<file path="config.mk">
export PLATFORM = sky130hd
export DESIGN_NAME = pc_fetch_unit
export DESIGN_NICKNAME = d
export VERILOG_FILES = /design/src/rtl/pc_fetch_unit.sv
export SDC_FILE = /design/constraint.sdc
export NUM_CORES = 1
export LEC_CHECK = 0
export ABC_AREA = 1
export BUFFER_PORTS_ARGS = -buffer_cell sky130_fd_sc_hd__buf_2
export CAP_MARGIN = 20
export CORE_MARGIN = 8
export CORE_UTILIZATION = 45
export CTS_BUF_LIST = sky130_fd_sc_hd__clkbuf_4 sky130_fd_sc_hd__clkbuf_8
export DETAILED_ROUTE_END_ITERATION = 7
export PLACE_DENSITY_LB_ADDON = 0.2
export SLEW_MARGIN = 20
export SYNTH_ARGS = -nofsm -noshare
export SYNTH_HDL_FRONTEND = slang
export SYNTH_SLANG_ARGS = --single-unit
</file>
<file path="constraint.sdc">
create_clock -name clk -period 1.73 [get_ports clk]
set_input_delay 0.519 -clock clk [delete_from_list [all_inputs] [get_ports clk]]
set_output_delay 0.519 -clock clk [all_outputs]
set_load 0.05 [all_outputs]
</file>
<file path="src/rtl/pc_fetch_unit.sv">
// Instruction fetch unit: one outstanding imem request, redirect with response drop, registered instr output.
// Optional MISALIGN_TRAP_EN: reject misaligned redirects and pulse misalign_err instead of truncating.
module pc_fetch_unit #(
  parameter logic [31:0] RESET_PC = 32'h0000_0000
) (
  input  logic        clk,
  input  logic        rst_n,
  input  logic        pc_src,
  input  logic [31:0] pc_target,
  input  logic        stall,
  output logic        imem_req,
  output logic [31:0] imem_addr,
  input  logic        imem_ready,
  input  logic        imem_rvalid,
  input  logic [31:0] imem_rdata,
  output logic        instr_valid,
  output logic [31:0] instr,
  output logic [31:0] instr_pc,
  input  logic        instr_ready,
  output logic        misalign_err
);

  localparam int unsigned XLEN = 32;
  localparam logic [XLEN-1:0] NOP_INSTR = 32'h0000_0013;
  localparam logic [XLEN-1:0] PC_STEP   = XLEN'(4);

  typedef enum logic [1:0] {S_REQ, S_WAIT, S_OUT} state_t;

  state_t          state_q, state_d;
  logic [XLEN-1:0] fetch_pc_q, fetch_pc_d;
  logic [XLEN-1:0] pending_pc_q, pending_pc_d;
  logic [XLEN-1:0] instr_q, instr_d;
  logic [XLEN-1:0] instr_pc_q, instr_pc_d;
  logic            instr_valid_q, instr_valid_d;
  logic            drop_q, drop_d;
  logic            misalign_q, misalign_d;

  logic            redir_c;
  logic            misalign_c;
  logic [XLEN-1:0] redir_pc_c;
  logic            accept_c;

  // Redirect qualification: trap or word-align the target
`ifdef MISALIGN_TRAP_EN
  assign redir_c    = pc_src & (pc_target[1:0] == 2'b00);
  assign misalign_c = pc_src & (pc_target[1:0] != 2'b00);
`else
  assign redir_c    = pc_src;
  assign misalign_c = 1'b0;
`endif
  assign redir_pc_c = pc_target & ~XLEN'(3);

  assign imem_req  = rst_n & (state_q == S_REQ) & ~stall;
  assign accept_c  = imem_req & imem_ready;

  assign imem_addr    = fetch_pc_q;
  assign instr_valid  = instr_valid_q;
  assign instr        = instr_q;
  assign instr_pc     = instr_pc_q;
  assign misalign_err = misalign_q;

  // Next-state and datapath updates
  always_comb begin
    state_d       = state_q;
    fetch_pc_d    = fetch_pc_q;
    pending_pc_d  = pending_pc_q;
    instr_d       = instr_q;
    instr_pc_d    = instr_pc_q;
    instr_valid_d = instr_valid_q;
    drop_d        = drop_q;
    misalign_d    = misalign_c;

    case (state_q)
      S_REQ: begin
        // A stale response (after reset) may land here; it retires the drop
        drop_d = drop_q & ~imem_rvalid;
        if (redir_c) fetch_pc_d = redir_pc_c;
        if (accept_c) begin
          pending_pc_d = fetch_pc_q;
          state_d      = S_WAIT;
          if (redir_c) drop_d = 1'b1;
        end
      end
      S_WAIT: begin
        if (redir_c) fetch_pc_d = redir_pc_c;
        if (imem_rvalid) begin
          if (drop_q || redir_c) begin
            drop_d  = 1'b0;
            state_d = S_REQ;
          end else begin
            instr_d       = imem_rdata;
            instr_pc_d    = pending_pc_q;
            instr_valid_d = 1'b1;
            state_d       = S_OUT;
          end
        end else if (redir_c) begin
          drop_d = 1'b1;
        end
      end
      S_OUT: begin
        if (redir_c) begin
          instr_valid_d = 1'b0;
          fetch_pc_d    = redir_pc_c;
          state_d       = S_REQ;
        end else if (instr_ready) begin
          instr_valid_d = 1'b0;
          fetch_pc_d    = instr_pc_q + PC_STEP;
          state_d       = S_REQ;
        end
      end
      default: state_d = S_REQ;
    endcase
  end

  // State register; reset in S_WAIT arms a drop for the orphaned response
  always_ff @(posedge clk) begin
    if (!rst_n) begin
      state_q       <= S_REQ;
      fetch_pc_q    <= RESET_PC;
      pending_pc_q  <= RESET_PC;
      instr_q       <= NOP_INSTR;
      instr_pc_q    <= RESET_PC;
      instr_valid_q <= 1'b0;
      drop_q        <= (state_q == S_WAIT) | (drop_q & ~imem_rvalid);
      misalign_q    <= 1'b0;
    end else begin
      state_q       <= state_d;
      fetch_pc_q    <= fetch_pc_d;
      pending_pc_q  <= pending_pc_d;
      instr_q       <= instr_d;
      instr_pc_q    <= instr_pc_d;
      instr_valid_q <= instr_valid_d;
      drop_q        <= drop_d;
      misalign_q    <= misalign_d;
    end
  end

endmodule

</file>
==> summary.md <==
| Metric | Value |
|---|---|
| Top-area cell type share of the netlist area | 0.460 |
| Die width | 129 um |
| Startpoint Class | flop |
| FP Rows | 41 |
| Die Area | 16500 sq um |
| Clock Latency Late Sink | 0.44 ns |
| R2r setup slk | 0.12 ns |
| Core area | 12500 sq um |
| Avg Inst Size Synth | 7.25 sq um |
| Nets | 1028 |
| Yosys reg bits | 132 |
| Non-filler instance count after layout | 1141 |
| Crit path capture | imem_req |
| Kind of critical path | flop to output port |
| Ys flop type | dfxtp_1 |
| Clk_skew | 0.00614 ns |
| WP data arrival | 1.24 ns |
| FMAX | 570 MHz |
| CTS root buffer | clkbuf_8 |
| Routed Antenna Nets | 0 |
| Max clock buf depth | 2 |
| Routed len/inst | 15.2 um |
| Placed Instance Area | 6770 sq um |
| DRT Wirelength | 17.3 mm |
| Status | complete, but fails checks |
| DRC Markers | 0 |
| Vias per cell | 5.05 |
| Register area share after synthesis | 0.466 |
| Overflow after GRT | 0 |
| Number of fill cells | 1285 |
| Synth Cell Area | 5700 sq um |
| Max IR drop VDD | 0.000451 V |
| Via count | 5760 |
| Final setup margin | -0.0247 ns |
| H-tree levels | 4 |
| Setup crit end kind | output port |
| Post-synth cell types | 31 |
| Post-synth EDFFs | 1 |
| Critical Path RT | 1.21 ns |
| Post-DP HPWL | 12.5 mm |
| Synth area leader | dfxtp_1 |
| FF-to-FF Start | instr_pc[3]$_SDFFE_PN0P_ |
| Most frequent cell after synthesis | nand2_1 |
| Yosys Warn Count | 0 |
| Synth Net Count | 858 |
| Asr flop ratio synth | 0 |
| R2r endpoint | imem_addr[18]$_SDFFE_PN0P_ |
| Max Cap Viol | 0 |
| Design Area, Final | 7270 sq um |
| Register-to-Register Path Depth | 9 |
| CTS clk-pin slew, worst paths | 0.07 ns |
| Total clock buffers created by CTS | 17 |
| Final Hold Viols | 0 |
| Worst Setup SP | state_q[0]$_SDFFE_PN0P_ |
| Initial antenna violation count | 0 |
| DR iter-0 viols | 408 |
| Area growth from synthesis to layout | 27.6% |
| Die Y | 129 um |
| Antenna diodes | 0 |
| CTS Sinks | 132 |
| Port buffer count | 166 |
| Fin crit period | 1.75 ns |
| Largest net degree at the start of global routing | 100 |
| Failing checks | negative setup slack |
| DP Worst Slack | -0.0132 ns |
| Hold_ws | 0.280 ns |
| CTS tree | built |
| Drt pass-1 iters | 4 |
| Fin crit share | 1.01 |
| Post-synth top cells | 137 x nand2_1, 131 x dfxtp_1, 114 x a21oi_1 |
| Slew Viols, Final | 0 |
| Synthesized instance count | 786 |
| PD cells | 884 nW/um^2 |
| Hold Path Class | input port to flop |
| Tot GR Track Use | 0.215 |
| Vias in the first global route | 5634 |
| # IOs | 170 |
| Crit-path max FO | 2 |
| GP Congestion | 0.922 |
| Placed cells | 1104 |
| CTS Hold Bufs | 0 |
| Synth top area cells | dfxtp_1 46%, a21oi_1 10%, nand2_1 9.0% |
| Leakage | 3.02 nW |
| Endpoints failing setup | 1 |
| Unrepaired setup endpoints after global routing | yes |
| Initial Util | 0.457 |
| First-pass GRT wire length | 28.0 mm |
| Ratio of cells with drive above 1 in the final layout | 0.276 |
what timing repair did:
item | 4_1_cts | 5_1_grt
buffers inserted | 4 | 1
pin swaps | 1 | 2
gates resized for setup | 17 | 21
endpoints found under the setup margin | 8 | 28
cell type report:
class                      count  area, sq um  area share
timing repair buffer         201         1200       0.165
clock buffer                  23          298      0.0410
inverter                      44          170      0.0234
multi-input combinational    560         2640       0.363
sequential                   132         2660       0.367
clock inverter                 9         78.8      0.0108
tap                          172          215      0.0296
power breakdown:
| part | leakage, nW | internal [W] | total (W) | switching (W) |
|---|---|---|---|---|
| sequential | 1.08 | 0.00314 | 0.00321 | 0.0000663 |
| combinational | 1.74 | 0.000236 | 0.000791 | 0.000555 |
| clock | 0.196 | 0.00129 | 0.00243 | 0.00114 |
| total | 3.02 | 0.00466 | 0.00643 | 0.00176 |
routing by layer:
metal / share of wire / wire, um / up-vias / track usage
met1: 0.45 / 7760 / 2614 / 0.257
met3: 0.072 / 1250 / 30 / 0.0658
met2: 0.46 / 7880 / 160 / 0.349
met4: 0.024 / 409 / 0 / 0.0919
li1: - / - / 2956 / -
met5: 0 / 0 / - / 0
state kept, by name (all words and copies together) (netlist names):
| register | flops |
|---|---|
| instr_pc | 32 |
| pending_pc_q | 32 |
| drop_q | 1 |
| instr_valid | 1 |
| imem_addr | 32 |
| instr | 32 |
| state_q | 2 |
metrics by stage:
stage | TNS, ns | util | total power [W]
after floorplan | 0 | - | 0.00381
after global placement | -0.0158 | 0.543 | 0.00405
after detailed placement | -0.0132 | 0.543 | 0.00406
after CTS | -0.0646 | 0.579 | 0.00649
after global routing | -0.0896 | 0.583 | 0.00672
final | -0.0247 | 0.583 | 0.00643
placed cells by master, fill, tap and decap left out, drive strengths merged, types with 2 or more instances in the layout:
cell      synthesis  final
buf              24    197
nand2           141    141
dfxtp           131    131
a21oi           114    114
nor2            108    108
o21ai           105    105
nand3            69     69
inv              43     43
clkbuf           26     27
clkinv            1      7
o21a              6      6
or2               3      3
xor2              3      3
nand4             3      3
a31oi             3      3
and2              2      2
clkinvlp          0      2
cells by family after synthesis:
logic type | Yosys count | synth area share
AO/OA/AOI/OAI | 229 | 0.206
XOR/XNOR | 3 | 0.00461
adder cells (fa/ha/maj) | 1 | 0.00220
buffers and inverters | 94 | 0.0745
flip-flops | 132 | 0.466
other | 1 | 0.000658
AND/OR/NAND/NOR | 326 | 0.247
worst min-delay path by stage:
stage                                   end  cells past startpoint                          from
4_1_cts               instr[4]$_SDFFE_PN1P_                      3                 imem_rdata[4]
2_1_floorplan      instr_pc[3]$_SDFFE_PN0P_                      2  pending_pc_q[3]$_SDFFE_PN0P_
6_report              instr[4]$_SDFFE_PN1P_                      3                 imem_rdata[4]
5_1_grt               instr[4]$_SDFFE_PN1P_                      3                 imem_rdata[4]
3_3_place_gp       instr_pc[3]$_SDFFE_PN0P_                      2  pending_pc_q[3]$_SDFFE_PN0P_
3_5_place_dp   pending_pc_q[1]$_SDFFE_PN0P_                      2  pending_pc_q[1]$_SDFFE_PN0P_
critical path, stage by stage (launching register included):
cell and delay, ns:
dfxtp_2 0.33, inv_2 0.08, nand3_4 0.08, nor2_4 0.15, buf_8 0.17
No activity file was read; power rests on OpenSTA's default activity.
